File: src/rtl/axis_burst_gen.sv
// axis_burst_gen -- AXI4-Stream master traffic generator.
//   After enable rises it waits C_M_START_COUNT cycles, then sends bursts of
//   C_BURST_LEN beats (TLAST on the final beat) with C_GAP_COUNT idle cycles
//   between them. It stops after C_NUM_BURSTS bursts (0 = never). TDATA is a
//   running count that starts at C_DATA_START and steps once per accepted beat.
// Ports:
//   M_AXIS_ACLK / M_AXIS_ARESETN  clock, async active-low reset
//   enable                        level; starts a session, low = stop at burst end
//   M_AXIS_T*                     AXI4-Stream master (TSTRB tied to all ones)
//   busy                          session active (INIT / SEND / GAP)
//   done                          burst quota reached; cleared once enable drops
//   burst_cnt                     bursts completed this session, saturating
// Build option:
//   AXIS_GEN_BURST_ID_EN  TDATA[W-1:W-8] carries burst_cnt[7:0]. The remaining
//                         low bits carry the data count.
module axis_burst_gen #(
  parameter int C_M_AXIS_TDATA_WIDTH = 32,
  parameter int C_M_START_COUNT      = 32,
  parameter int C_BURST_LEN          = 8,
  parameter int C_NUM_BURSTS         = 4,
  parameter int C_GAP_COUNT          = 2,
  parameter int C_DATA_START         = 1
) (
  input  logic                              M_AXIS_ACLK,
  input  logic                              M_AXIS_ARESETN,
  input  logic                              enable,
  output logic                              M_AXIS_TVALID,
  output logic [C_M_AXIS_TDATA_WIDTH-1:0]   M_AXIS_TDATA,
  output logic [C_M_AXIS_TDATA_WIDTH/8-1:0] M_AXIS_TSTRB,
  output logic                              M_AXIS_TLAST,
  input  logic                              M_AXIS_TREADY,
  output logic                              busy,
  output logic                              done,
  output logic [15:0]                       burst_cnt
);
  localparam int W      = C_M_AXIS_TDATA_WIDTH;
  localparam int INIT_W = (C_M_START_COUNT > 1) ? $clog2(C_M_START_COUNT) : 1;
  localparam int BEAT_W = (C_BURST_LEN > 1)     ? $clog2(C_BURST_LEN)     : 1;
  localparam int GAP_W  = (C_GAP_COUNT > 1)     ? $clog2(C_GAP_COUNT)     : 1;
  localparam logic [INIT_W-1:0] INIT_LAST = INIT_W'(C_M_START_COUNT - 1);
  localparam logic [BEAT_W-1:0] BEAT_LAST = BEAT_W'(C_BURST_LEN - 1);
  localparam logic [GAP_W-1:0]  GAP_LAST  = GAP_W'((C_GAP_COUNT > 0) ? C_GAP_COUNT - 1 : 0);
  localparam logic [W-1:0]      DATA_INIT = W'(C_DATA_START);

  typedef enum logic [2:0] {S_IDLE, S_INIT, S_SEND, S_GAP, S_DONE} state_t;

  state_t              state, state_nx;
  logic [INIT_W-1:0]   init_cnt, init_nx;
  logic [BEAT_W-1:0]   beat_cnt, beat_nx;
  logic [GAP_W-1:0]    gap_cnt, gap_nx;
  logic [W-1:0]        data_cnt, data_nx;
  logic [15:0]         bcnt_q, bcnt_nx, bcnt_inc;
  logic                vld_nx, last_nx, busy_nx, done_nx;
  logic [W-1:0]        tdata_nx;

  assign M_AXIS_TSTRB = '1;
  assign burst_cnt    = bcnt_q;

  // State and counter registers
  always_ff @(posedge M_AXIS_ACLK or negedge M_AXIS_ARESETN) begin
    if (!M_AXIS_ARESETN) begin
      state    <= S_IDLE;
      init_cnt <= '0;
      beat_cnt <= '0;
      gap_cnt  <= '0;
      data_cnt <= '0;
      bcnt_q   <= '0;
    end else begin
      state    <= state_nx;
      init_cnt <= init_nx;
      beat_cnt <= beat_nx;
      gap_cnt  <= gap_nx;
      data_cnt <= data_nx;
      bcnt_q   <= bcnt_nx;
    end
  end

  // Next state and counters
  always_comb begin
    state_nx = state;
    init_nx  = init_cnt;
    beat_nx  = beat_cnt;
    gap_nx   = gap_cnt;
    data_nx  = data_cnt;
    bcnt_nx  = bcnt_q;
    bcnt_inc = (bcnt_q == 16'hFFFF) ? bcnt_q : bcnt_q + 16'd1;
    unique case (state)
      S_IDLE: if (enable) begin
        state_nx = S_INIT;
        init_nx  = '0;
        beat_nx  = '0;
        data_nx  = DATA_INIT;
        bcnt_nx  = '0;
      end
      S_INIT: begin
        if (!enable)                    state_nx = S_IDLE;
        else if (init_cnt == INIT_LAST) state_nx = S_SEND;
        else                            init_nx  = init_cnt + INIT_W'(1);
      end
      // TVALID is high throughout SEND, so TREADY alone marks acceptance.
      S_SEND: if (M_AXIS_TREADY) begin
        data_nx = data_cnt + W'(1);
        if (beat_cnt == BEAT_LAST) begin
          beat_nx = '0;
          bcnt_nx = bcnt_inc;
          if (C_NUM_BURSTS != 0 && bcnt_inc == 16'(C_NUM_BURSTS)) state_nx = S_DONE;
          else if (!enable)                                        state_nx = S_IDLE;
          else if (C_GAP_COUNT != 0) begin
            state_nx = S_GAP;
            gap_nx   = '0;
          end
          // otherwise stay in SEND: back-to-back bursts
        end else begin
          beat_nx = beat_cnt + BEAT_W'(1);
        end
      end
      S_GAP: begin
        if (gap_cnt == GAP_LAST) state_nx = enable ? S_SEND : S_IDLE;
        else                     gap_nx   = gap_cnt + GAP_W'(1);
      end
      S_DONE: if (!enable) state_nx = S_IDLE;
      default: state_nx = S_IDLE;
    endcase
  end

  // Outputs are decoded from the next state so they leave a register with
  // no extra cycle of latency; while stalled all inputs hold, so they hold too.
  always_comb begin
    vld_nx  = (state_nx == S_SEND);
    last_nx = vld_nx && (beat_nx == BEAT_LAST);
    busy_nx = (state_nx == S_INIT) || (state_nx == S_SEND) || (state_nx == S_GAP);
    done_nx = (state_nx == S_DONE);
`ifdef AXIS_GEN_BURST_ID_EN
    tdata_nx = {bcnt_nx[7:0], data_nx[W-9:0]};
`else
    tdata_nx = data_nx;
`endif
  end

  always_ff @(posedge M_AXIS_ACLK or negedge M_AXIS_ARESETN) begin
    if (!M_AXIS_ARESETN) begin
      M_AXIS_TVALID <= 1'b0;
      M_AXIS_TLAST  <= 1'b0;
      M_AXIS_TDATA  <= '0;
      busy          <= 1'b0;
      done          <= 1'b0;
    end else begin
      M_AXIS_TVALID <= vld_nx;
      M_AXIS_TLAST  <= last_nx;
      M_AXIS_TDATA  <= tdata_nx;
      busy          <= busy_nx;
      done          <= done_nx;
    end
  end

endmodule

File: config.mk
export PLATFORM = sky130hd
export DESIGN_NAME = axis_burst_gen
export DESIGN_NICKNAME = d
export VERILOG_FILES = /design/src/rtl/axis_burst_gen.sv
export SDC_FILE = /design/constraint.sdc
export NUM_CORES = 1
export LEC_CHECK = 0
export BUFFER_PORTS_ARGS = -buffer_cell sky130_fd_sc_hd__buf_2
export CELL_PAD_IN_SITES_DETAIL_PLACEMENT = 0
export CELL_PAD_IN_SITES_GLOBAL_PLACEMENT = 1
export CORE_ASPECT_RATIO = 1.25
export CORE_UTILIZATION = 43
export DETAILED_ROUTE_END_ITERATION = 8
export HOLD_SLACK_MARGIN = 0.08
export PLACE_DENSITY_LB_ADDON = 0.1
export SYNTH_ARGS = -nofsm -noshare
export SYNTH_HDL_FRONTEND = slang
export SYNTH_SLANG_ARGS = --single-unit
File: constraint.sdc
create_clock -name M_AXIS_ACLK -period 2.6 [get_ports M_AXIS_ACLK]
set_input_delay 0 -clock M_AXIS_ACLK [delete_from_list [all_inputs] [get_ports M_AXIS_ACLK]]
set_output_delay 0 -clock M_AXIS_ACLK [all_outputs]
set_load 0.02 [all_outputs]
==> summary.md, run 1 <==
| Metric | Value |
|---|---|
| Cell with the most instances after synthesis | sky130_fd_sc_hd__dfrtp_1 |
| Vias per Instance | approximately 5.5 |
| Fraction of final layout cells sized beyond drive strength 1 | 0.240 |
| Hold WC Path Type | input port to async pin |
| Number of cells after detailed placement | 540 |
| Top post-synthesis cells by area | sky130_fd_sc_hd__dfrtp_1, sky130_fd_sc_hd__xor2_1, sky130_fd_sc_hd__nor2_1 |
| Count of distinct cell types in the synthesized netlist | 53 |
| Final WS setup | ~0.13 ns |
| Total Power Consumption | approximately 2.6 mW |
| Total Nets Final | between 400 and 500 |
| Standard cell core area | between 0.007 and 0.008 mm2 |
| Count of flip-flops with a built-in enable after synthesis | 0 |
| Sw Ratio | 0.350 |
| # H-tree levels | 3 |
| Final setup violation count | 0 |
| Final critical delay including setup and external delays | 2.47 ns |
| Clock Sinks | 64 |
| Data arrival at the endpoint of the critical path | 2.71 ns |
| Routed length per instance | 15.3 um |
| Antenna violation net count after detailed routing | 0 |
| DRC marker count from the first detailed-route iteration | roughly 150 |
| Total of buffers placed on input and output ports | 55 |
| Tightest Pin Transition | 0.675 ns |
| Proportion of power drawn by combinational gates | 0.240 |
| Share of synthesized registers carrying an async set or reset | 1.00 |
| F_max | 406 MHz |
| Insertion delay to the later sink of the worst-skew pair | 0.35 ns |
| Part of the cycle the worst path needs | 0.948 |
| Storage element area | 0.00160 mm2 |
| Cell leakage power | a little over 2 nW |
| Global route overflow | 0 |
| Die Ht | approximately 100 um |
| Synthesized flop and latch total | 64 |
| Via count of the first global-routing pass | 2931 |
| Final weighted congestion of routability-driven global placement | between 0.9 and 1 |
| CTS buffer count | 9 |
| Sequential element share of the synthesized area | 0.454 |
| Number of hold violations in the final report | 0 |
| Share of the synthesized area in the top cell type | 0.454 |
| Root cell of the clock tree | sky130_fd_sc_hd__clkbuf_8 |
| Remaining routing DRC violations | 0 |
| Area enclosed by the die boundary | 0.00857 mm2 |
| Antenna cells | 0 |
| Net switching component of the power | roughly 900 uW |
| Type of the worst setup path | flop to flop |
| Endpoint class of the critical path | flop |
| Clock tree from TritonCTS | built |
| Number of antenna violations at the first check in global routing | 0 |
| Clock network power share | 0.301 |
| Final number of max-transition violations | 0 |
| Max IR drop VDD | approximately 290 uV |
| Pin count of the biggest net entering global routing | 26 |
| Maximum fanout encountered on the critical timing path | 13 |
| Power density cells | between 600 and 700 mW/mm2 |
| Internal power component | between 1.5 and 2 mW |
| Critical path required time | 2.84 ns |
| Detailed-routing iteration count for the pre-antenna-repair pass | 4 |
| Commonest cells post-synth | sky130_fd_sc_hd__dfrtp_1, sky130_fd_sc_hd__nor2_1, sky130_fd_sc_hd__nand2_1 |
| CP Launch Type | flop |
| P&R area growth vs syn | 20.3% |
| Portion of total power attributed to sequential cells | 0.459 |
| Number of buffers on the longest clock path | 2 |
| Top flip-flop cell by instance count after synthesis | sky130_fd_sc_hd__dfrtp_1 |
| Site row count | 36 |
| Number of violations of the max-capacitance limit | 0 |
| Final Instance Count excl. Fillers | 558 |
| Clock slew seen by the registers of the worst setup and hold paths | 0.08 ns |
| Synth Cell Area | 0.00352 mm2 |
| Area of the multi-input gates | between 0.0015 and 0.002 mm2 |
| Ports placed on the boundary | 60 |
| Slew Limit Headroom | 0.549 |
| Initial cell density of the core | 0.447 |
| Pre-CTS setup slack | 0.111 ns |
| First-pass GRT wire length | 14200 um |
| GRT Util Overall | 0.209 |
| Average cell area after synthesis | between 9 and 10 um2 |
| Final wirelength | 8520 um |
| Half-perimeter wire length of the detailed placement result | just over 6000 um |
| Top cell type by total area after synthesis | sky130_fd_sc_hd__dfrtp_1 |
| Fillers | 744 |
| Run status | finished, final reports clean |
| Routed via count | around 3100 |
| Mapped Cells | ~380 |
| Die Span X | 83.0 um |
| Synth warnings | 0 |
| Clk_skew | ~0.0066 ns |
[stage by stage]
step | hold slack (ns) | TNS (ns) | cell area [um2] | utilization
finish | 0.184 | 0 | 4240 | 0.538
global route | 0.242 | -0.00688 | 4240 | 0.538
CTS | 0.202 | 0 | 4210 | 0.534
detailed placement | 0.0404 | 0 | 4020 | 0.510
global placement | 0.0441 | 0 | 4020 | 0.510
floorplan | -0.296 | 0 | 3540 | -
[worst max-delay path, stage by stage, from the launching register on]
cell and delay [ns]:
sky130_fd_sc_hd__dfrtp_1 0.47, sky130_fd_sc_hd__nand4_2 0.37, sky130_fd_sc_hd__or4b_1 0.60, sky130_fd_sc_hd__o31ai_1 0.08, sky130_fd_sc_hd__a31oi_1 0.13, sky130_fd_sc_hd__or4_1 0.53, sky130_fd_sc_hd__a21o_1 0.19
[power groups by stage]
| stage | clock, mW | combinational (mW) | sequential, mW |
|---|---|---|---|
| floorplan | 0 | 0.358 | 1.23 |
| global placement | 0 | 0.618 | 1.19 |
| detailed placement | 0 | 0.619 | 1.20 |
| CTS | 0.797 | 0.622 | 1.18 |
| global route | 0.839 | 0.701 | 1.19 |
| finish | 0.773 | 0.616 | 1.18 |
[cells in the final DEF (no fill, tap or decap), drive strengths merged, types with 3 or more instances in the layout]
master / synthesis / final
buf: 15 / 82
dfrtp: 64 / 64
nor2: 46 / 46
nand2: 34 / 34
o21ai: 25 / 25
xor2: 22 / 22
a21oi: 21 / 21
nand3: 15 / 15
nand4: 14 / 14
nor3: 12 / 12
clkbuf: 7 / 9
inv: 8 / 9
or3: 7 / 7
nor4: 7 / 7
o31ai: 6 / 6
a31oi: 6 / 6
xnor2: 6 / 6
ha: 6 / 6
and3: 5 / 5
nand2b: 5 / 5
and4: 5 / 5
a22o: 5 / 5
and2: 4 / 4
conb: 1 / 4
clkinv: 0 / 4
mux2i: 3 / 3
a21o: 3 / 3
or2: 3 / 3
o2111ai: 3 / 3
[routing by layer]
metal / track usage / part of all wire / wire length, um
met5: 0 / 0 / 0
met4: 0.0968 / 0.0099 / 84
met3: 0.0373 / 0.034 / 292
met2: 0.366 / 0.50 / 4240
met1: 0.254 / 0.46 / 3910
[worst paths after layout]
path	start	end	slack, ns	cells past startpoint
hold reg to reg	init_cnt[4]	init_cnt[4]	0.53	1
hold / removal	M_AXIS_ARESETN	M_AXIS_TDATA[15]	0.18	2
setup reg to reg	burst_cnt[7]	busy	0.13	6
max in group asynchronous	M_AXIS_ARESETN	burst_cnt[14]	1.69	3
setup / recovery	burst_cnt[7]	busy	0.13	6
min in group M_AXIS_ACLK	M_AXIS_TREADY	M_AXIS_TVALID	0.21	5
[sequential cells by signal, indices dropped and copies added (netlist names)]
register       flops
beat_cnt           3
burst_cnt         16
gap_cnt            1
M_AXIS_TLAST       1
done               1
M_AXIS_TDATA      32
M_AXIS_TVALID      1
init_cnt           5
state              3
busy               1
[final cells by class]
class,instances,area share
well taps,95,0.0280
repair buffers,84,0.117
clock inverters,7,0.0112
multi-input cells,291,0.429
flip-flops and latches,64,0.378
clock buffers,9,0.0292
inverters,8,0.00708
[logic make-up (layout without fill, tap and decap cells)]
group	count (synthesis)	in the layout	share of synthesized area
fa+ha+maj	6	6	0.0213
buf+inv	30	108	0.0401
xor+xnor	28	28	0.0696
other cells	1	4	0.00106
mux	4	4	0.0117
compound gates	82	82	0.152
flops	64	64	0.454
simple gates	167	167	0.250
[what timing repair did]
item                                   CTS  global route
setup buffers                            0             0
setup endpoints to repair                0             4
hold buffers                             2             0
endpoints found under the hold margin   27             0
gates resized for setup                  0             5
No activity file was read; power rests on OpenSTA's default activity.
==> inputs of run 2 (changes only) <==
CORE_ASPECT_RATIO = not set   (was 1.25)
==> run 2 against run 1 <==
Net effect: design area about the same; critical path depth increased by 2; combinational power decreased by 7.8%; clock power increased by 14%; sequential power about the same; maximum frequency increased by 0.87%; clock skew increased by 0.0055 ns; final cell count increased by 0.36%; via count increased by 0.13%; register-to-register slack improved by 0.02 ns; wire length decreased by 0.59%; first-iteration DRC count decreased by 37%; critical path type unchanged.
==> summary.md, run 2 (synthesized netlist as in run 1, its figures left out) <==
| Metric | Value |
|---|---|
| Run status | finished, final reports clean |
| Number of antenna violations at the first check in global routing | 0 (unchanged) |
| Tightest Pin Transition | 0.614 ns (-0.0613 ns) |
| Power density cells | 623 mW/mm2 (+2.9%) |
| Root cell of the clock tree | sky130_fd_sc_hd__clkbuf_8 |
| Clock Sinks | 64 (unchanged) |
| Final critical delay including setup and external delays | 2.44 ns (-0.0213 ns) |
| Clk_skew | 0.0121 ns (+0.00552 ns) |
| Slew Limit Headroom | 0.590 (+0.0410) |
| Global route overflow | 0 (unchanged) |
| Vias per Instance | 5.53 (-0.23%) |
| Storage element area | 0.00160 mm2 (unchanged) |
| Site row count | 32 (-11%) |
| Type of the worst setup path | flop to flop |
| Die Ht | 92.5 um (-10%) |
| Routed length per instance | 15.1 um (-0.94%) |
| Antenna violation net count after detailed routing | 0 (unchanged) |
| Critical register-to-register path endpoint | busy |
| Final wirelength | 8470 um (-0.59%) |
| Max IR drop VDD | 328 uV (+13%) |
| Fin Hold WS | 0.196 ns (+0.0116 ns) |
| Detailed-routing iteration count for the pre-antenna-repair pass | 4 (unchanged) |
| Die Span X | 92.5 um (+12%) |
| CTS buffer count | 9 (unchanged) |
| Hold WC Path Type | input port to async pin |
| Most common cell after layout, fill and taps aside | sky130_fd_sc_hd__dfrtp_1 |
| Final setup violation count | 0 (unchanged) |
| Via count of the first global-routing pass | 2960 (+0.99%) |
| Register with the most flip-flops | M_AXIS_TDATA |
| Initial cell density of the core | 0.451 (+0.00430) |
| Number of buffers on the longest clock path | 2 (unchanged) |
| Worst reg-to-reg path cell count | 8 (+2) |
| Insertion delay to the later sink of the worst-skew pair | 0.35 ns (about the same) |
| Area enclosed by the die boundary | 0.00856 mm2 (about the same) |
| Clock tree from TritonCTS | built |
| Number of violations of the max-capacitance limit | 0 (unchanged) |
| Unrepaired setup endpoints after global routing | false |
| Cell leakage power | 2.01 nW (-1.5%) |
| F_max | 409 MHz (+0.87%) |
| Remaining routing DRC violations | 0 (unchanged) |
| Number of hold violations in the final report | 0 (unchanged) |
| Endpoint class of the critical path | flop |
| Number of flip-flops under the largest register name | 32 (unchanged) |
| Antenna cells | 0 (unchanged) |
| Commonest non-fill, non-tap cells in the layout | sky130_fd_sc_hd__dfrtp_1, sky130_fd_sc_hd__buf_2, sky130_fd_sc_hd__nor2_1, sky130_fd_sc_hd__nand2_1, sky130_fd_sc_hd__o21ai_0 |
| Critical path required time | 2.84 ns (about the same) |
| Post-layout utilization of the core | 0.543 (+0.00549) |
| Data arrival at the endpoint of the critical path | 2.68 ns (-0.03 ns) |
| Fraction of final layout cells sized beyond drive strength 1 | 0.234 (-0.00612) |
| Total of buffers placed on input and output ports | 55 (unchanged) |
| Area of the multi-input gates | 0.00181 mm2 (-0.41%) |
| Standard cell core area | 0.00781 mm2 (-0.95%) |
| Ports placed on the boundary | 60 (unchanged) |
| Minimum setup slack among reg-to-reg paths | 0.16 ns (+0.02 ns) |
| Half-perimeter wire length of the detailed placement result | 5810 um (-4.9%) |
| Final weighted congestion of routability-driven global placement | 0.910 (about the same) |
| # H-tree levels | 3 (unchanged) |
| First-pass GRT wire length | 14300 um (+0.78%) |
| Routed via count | 3094 (+0.13%) |
| Post-CTS setup-driven buffer insertion count | 0 (unchanged) |
| Total Nets Final | 463 (-1.1%) |
| Part of the cycle the worst path needs | 0.940 (-0.00820) |
| Final number of max-transition violations | 0 (unchanged) |
| Clock slew seen by the registers of the worst setup and hold paths | 0.08 ns (about the same) |
| DRC marker count from the first detailed-route iteration | 97 (-37%) |
| Sum of negative setup slack | 0 ns (unchanged) |
| P&R area growth vs syn | 20.3% (about the same) |
| Critical R2R Launch | burst_cnt[1] |
| Maximum fanout encountered on the critical timing path | 8 (-5) |
| GRT Util Overall | 0.211 (+0.00154) |
| CP Launch Type | flop |
| Fillers | 745 (+0.13%) |
| Pin count of the biggest net entering global routing | 65 (+150%) |
## run 2: worst max-delay path by stage
stage / cells past startpoint / start / end / slack (ns)
global route: 8 / burst_cnt[0] / busy / 0.009
finish: 8 / burst_cnt[1] / busy / 0.16
detailed placement: 8 / burst_cnt[0] / busy / 0.01
CTS: 8 / burst_cnt[0] / busy / 0.01
floorplan: 7 / burst_cnt[1] / busy / 0.02
global placement: 8 / burst_cnt[0] / busy / 0.07
## run 2: report_power, final
group	internal (mW)	leakage, nW	switching (mW)
combinational	0.216	1.04	0.352
sequential	1.09	0.872	0.105
clock	0.468	0.0993	0.415
total	1.77	2.01	0.871
## run 2: cell type report
cell class / count / share of cell area
clock buffer: 11 / 0.0333
clock inverter: 5 / 0.0133
inverter: 8 / 0.00708
multi-input combinational: 291 / 0.427
sequential: 64 / 0.378
tap: 102 / 0.0301
timing repair buffer: 79 / 0.112
## run 2: timing repair
item | 4_1_cts | 5_1_grt
hold buffers | 2 | 0
endpoints found under the setup margin | 0 | 5
endpoints found under the hold margin | 66 | 0
gates resized for setup | 0 | 5
## run 2: worst max-delay path, cell delays in order, from the launching register on
cell and delay [ns]:
sky130_fd_sc_hd__dfrtp_1 0.36, sky130_fd_sc_hd__ha_2 0.26, sky130_fd_sc_hd__nand4_2 0.22, sky130_fd_sc_hd__buf_4 0.21, sky130_fd_sc_hd__nor4_2 0.17, sky130_fd_sc_hd__and3_1 0.20, sky130_fd_sc_hd__o2111ai_1 0.19, sky130_fd_sc_hd__or4_1 0.54
sky130_fd_sc_hd__a21o_1 0.20
## run 2: metrics by stage
stage / worst slack [ns] / power (mW) / cell area [um2] / instances
final: 0.156 / 2.64 / 4240 / 560
after global routing: 0.00944 / 2.79 / 4240 / 560
after CTS: 0.0129 / 2.66 / 4220 / 560
after detailed placement: 0.0145 / 1.78 / 4010 / 542
after global placement: 0.0663 / 1.77 / 4010 / 542
after floorplan: 0.0169 / 1.58 / 3540 / 385
## run 2: per-layer routing
metal	routed length (um)	global-route usage	share of wire
met4	68	0.0599	0.0080
met5	0	0	0
met1	4030	0.284	0.48
met3	351	0.0558	0.041
met2	4030	0.333	0.48
==> inputs of run 3 (changes only) <==
ABC_CLOCK_PERIOD_IN_PS = 2600   (was not set)
BUFFER_PORTS_ARGS = not set   (was -buffer_cell sky130_fd_sc_hd__buf_2)
CORE_UTILIZATION = 48   (was 43)
DONT_BUFFER_PORTS = 1   (was not set)
==> run 3 against run 2 <==
Net effect: clock power fell by 12%; register-to-register slack improved by 0.04 ns; first-iteration DRC count rose by 4.1%; largest power group unchanged; largest cell class unchanged; maximum frequency rose by 1.7%; die area fell by 10%; via count fell by 5.5%; critical path depth did not move; utilization rose by 4.3 points.
==> summary.md, run 3 (synthesized netlist as in run 1, its figures left out) <==
| Metric | Value |
|---|---|
| DRC marker count from the first detailed-route iteration | 101 (+4.1%) |
| Area enclosed by the die boundary | 0.00769 mm2 (-10%) |
| Final weighted congestion of routability-driven global placement | 0.903 (-0.80%) |
| Commonest non-fill, non-tap cells in the layout | sky130_fd_sc_hd__dfrtp_1, sky130_fd_sc_hd__nor2_1, sky130_fd_sc_hd__buf_4, sky130_fd_sc_hd__nand2_1, sky130_fd_sc_hd__o21ai_0 |
| Final Instance Count excl. Fillers | 514 (-8.2%) |
| Most common cell after layout, fill and taps aside | sky130_fd_sc_hd__dfrtp_1 |
| Site row count | 30 (-6.3%) |
| Cell leakage power | 1.80 nW (-11%) |
| Post-layout utilization of the core | 0.586 (+0.0430) |
| Fraction of final layout cells sized beyond drive strength 1 | 0.156 (-0.0781) |
| Max IR drop VDD | 313 uV (-4.4%) |
| Number of antenna violations at the first check in global routing | 0 (unchanged) |
| Total of buffers placed on input and output ports | 0 (-100%) |
| CTS buffer count | 9 (unchanged) |
| Net switching component of the power | 849 uW (-2.5%) |
| Total Power Consumption | 2.52 mW (-4.7%) |
| Standard cell core area | 0.00694 mm2 (-11%) |
| Initial cell density of the core | 0.508 (+0.0561) |
| Pre-CTS setup slack | 0.0436 ns (+0.0291 ns) |
| Critical path required time | 2.84 ns (about the same) |
| Worst setup path startpoint | burst_cnt[0] |
| GRT Util Overall | 0.233 (+0.0223) |
| Cell depth of the worst min-delay path | 4 |
| Clock tree from TritonCTS | built |
| Pin count of the biggest net entering global routing | 65 (unchanged) |
| Via count of the first global-routing pass | 2770 (-6.4%) |
| Tightest Pin Transition | 0.611 ns (-0.00311 ns) |
| Final setup violation count | 0 (unchanged) |
| Hold WC Path Type | input port to flop |
| Final wirelength | 8300 um (-2.1%) |
| Data arrival at the endpoint of the critical path | 2.64 ns (-0.04 ns) |
| Minimum setup slack among reg-to-reg paths | 0.20 ns (+0.04 ns) |
| Vias per Instance | 5.69 (+3.0%) |
| Die Span X | 87.7 um (-5.2%) |
| Antenna cells | 0 (unchanged) |
| Slowest stage delay, CP | 0.45 ns (-0.09 ns) |
| Number of buffers on the longest clock path | 2 (unchanged) |
| Clk_skew | 0.00694 ns (-0.00513 ns) |
| Detailed-routing iteration count for the pre-antenna-repair pass | 4 (unchanged) |
| Maximum fanout encountered on the critical timing path | 8 (unchanged) |
| Routed via count | 2925 (-5.5%) |
| Root cell of the clock tree | sky130_fd_sc_hd__clkbuf_8 |
| Slowest stage cell on the critical path | sky130_fd_sc_hd__or4_1 |
| Final critical delay including setup and external delays | 2.40 ns (-0.0398 ns) |
| Worst reg-to-reg path cell count | 8 (unchanged) |
| Power density cells | 618 mW/mm2 (-0.68%) |
| Final WS setup | 0.196 ns (+0.0398 ns) |
| Number of flip-flops under the largest register name | 32 (unchanged) |
| Global route overflow | 0 (unchanged) |
| Slew Limit Headroom | 0.592 (+0.00208) |
| Part of the cycle the worst path needs | 0.925 (-0.0153) |
| Internal power component | 1.67 mW (-5.7%) |
| Capture point of the worst path | busy |
| Number of hold violations in the final report | 0 (unchanged) |
| Clock Sinks | 64 (unchanged) |
| Total Nets Final | 424 (-8.4%) |
| Run status | finished, final reports clean |
| Critical register-to-register path endpoint | busy |
| Type of the worst setup path | flop to flop |
| Antenna violation net count after detailed routing | 0 (unchanged) |
| F_max | 416 MHz (+1.7%) |
| Die Ht | 87.7 um (-5.2%) |
| Ports placed on the boundary | 60 (unchanged) |
| Insertion delay to the later sink of the worst-skew pair | 0.34 ns (about the same) |
| First-pass GRT wire length | 13600 um (-4.7%) |
| Number of cells after detailed placement | 496 (-8.5%) |
| Final number of max-transition violations | 0 (unchanged) |
| P&R area growth vs syn | 15.5% |
| Proportion of power drawn by combinational gates | 0.197 (-0.018) |
| Register with the most flip-flops | M_AXIS_TDATA |
| Number of violations of the max-capacitance limit | 0 (unchanged) |
| Portion of total power attributed to sequential cells | 0.495 (+0.044) |
| Sw Ratio | 0.337 (+0.00751) |
| Endpoint class of the critical path | flop |
| Worst path cell trace | ha_4, nor3b_1, o21bai_1, a2111oi_1, buf_4, nand4_1, or4_1, a21o_1 |
| CP Launch Type | flop |
| Critical R2R Launch | burst_cnt[0] |
| # H-tree levels | 3 (unchanged) |
| Half-perimeter wire length of the detailed placement result | 5740 um (-1.3%) |
| Clock network power share | 0.308 (-0.026) |
| Fillers | 633 (-15%) |
| Routed length per instance | 16.1 um (+6.7%) |
| Clock slew seen by the registers of the worst setup and hold paths | 0.07 ns (about the same) |
| Remaining routing DRC violations | 0 (unchanged) |
-- run 3: what timing repair did --
action	CTS	global route
resized for setup	0	5
hold endpoints to repair	73	0
hold buffers	3	0
setup endpoints to repair	0	4
buffers inserted	0	0
-- run 3: through the flow --
step	TNS [ns]	area, um2	hold WS, ns
after floorplan	0	3540	-0.296
after global placement	0	3820	-0.294
after detailed placement	0	3820	-0.294
after CTS	0	4040	0.0803
after global routing	-0.00445	4070	0.156
final	0	4070	0.0932
-- run 3: worst min-delay path by stage --
stage | end | startpoint | slack [ns]
floorplan | M_AXIS_TDATA[0] | M_AXIS_ARESETN | -0.30
global placement | M_AXIS_TDATA[7] | M_AXIS_ARESETN | -0.29
detailed placement | M_AXIS_TDATA[7] | M_AXIS_ARESETN | -0.29
CTS | M_AXIS_TVALID | M_AXIS_TREADY | 0.08
global route | M_AXIS_TVALID | M_AXIS_TREADY | 0.16
finish | M_AXIS_TVALID | M_AXIS_TREADY | 0.09
-- run 3: final cells by class --
cell class	instances	area, um2	share of cell area
well taps	96	120	0.0295
repair buffers	40	325	0.0799
clock buffers	12	155	0.0381
inverters	8	30.0	0.00738
clock inverters	3	17.5	0.00430
multi-input cells	291	1820	0.447
flip-flops and latches	64	1600	0.393
-- run 3: metal layers --
metal  vias to the layer above  global-route usage  routed length (um)
met2                        68               0.369                3900
met5                         -                   0                   0
met1                      1406               0.298                3790
met3                        16              0.0613                 445
met4                         0               0.110                 166
li1                       1435                   -                   -
-- run 3: power groups by stage --
stage                     clock network, mW  logic [mW]  registers [mW]
final                                 0.775       0.496            1.25
after global routing                  0.843       0.558            1.26
after CTS                             0.794       0.497            1.24
after detailed placement                  0       0.467            1.26
after global placement                    0       0.458            1.26
after floorplan                           0       0.358            1.23
-- run 3: worst max-delay path, delay by kind of cell (launching register included) --
family                     cells  cell delay (ns)
buffers and inverters          1             0.18
and+or+nand+nor                3             0.79
AOI/OAI and AO/OA              3             0.70
DFF                            1             0.41
adders and majority gates      1             0.20
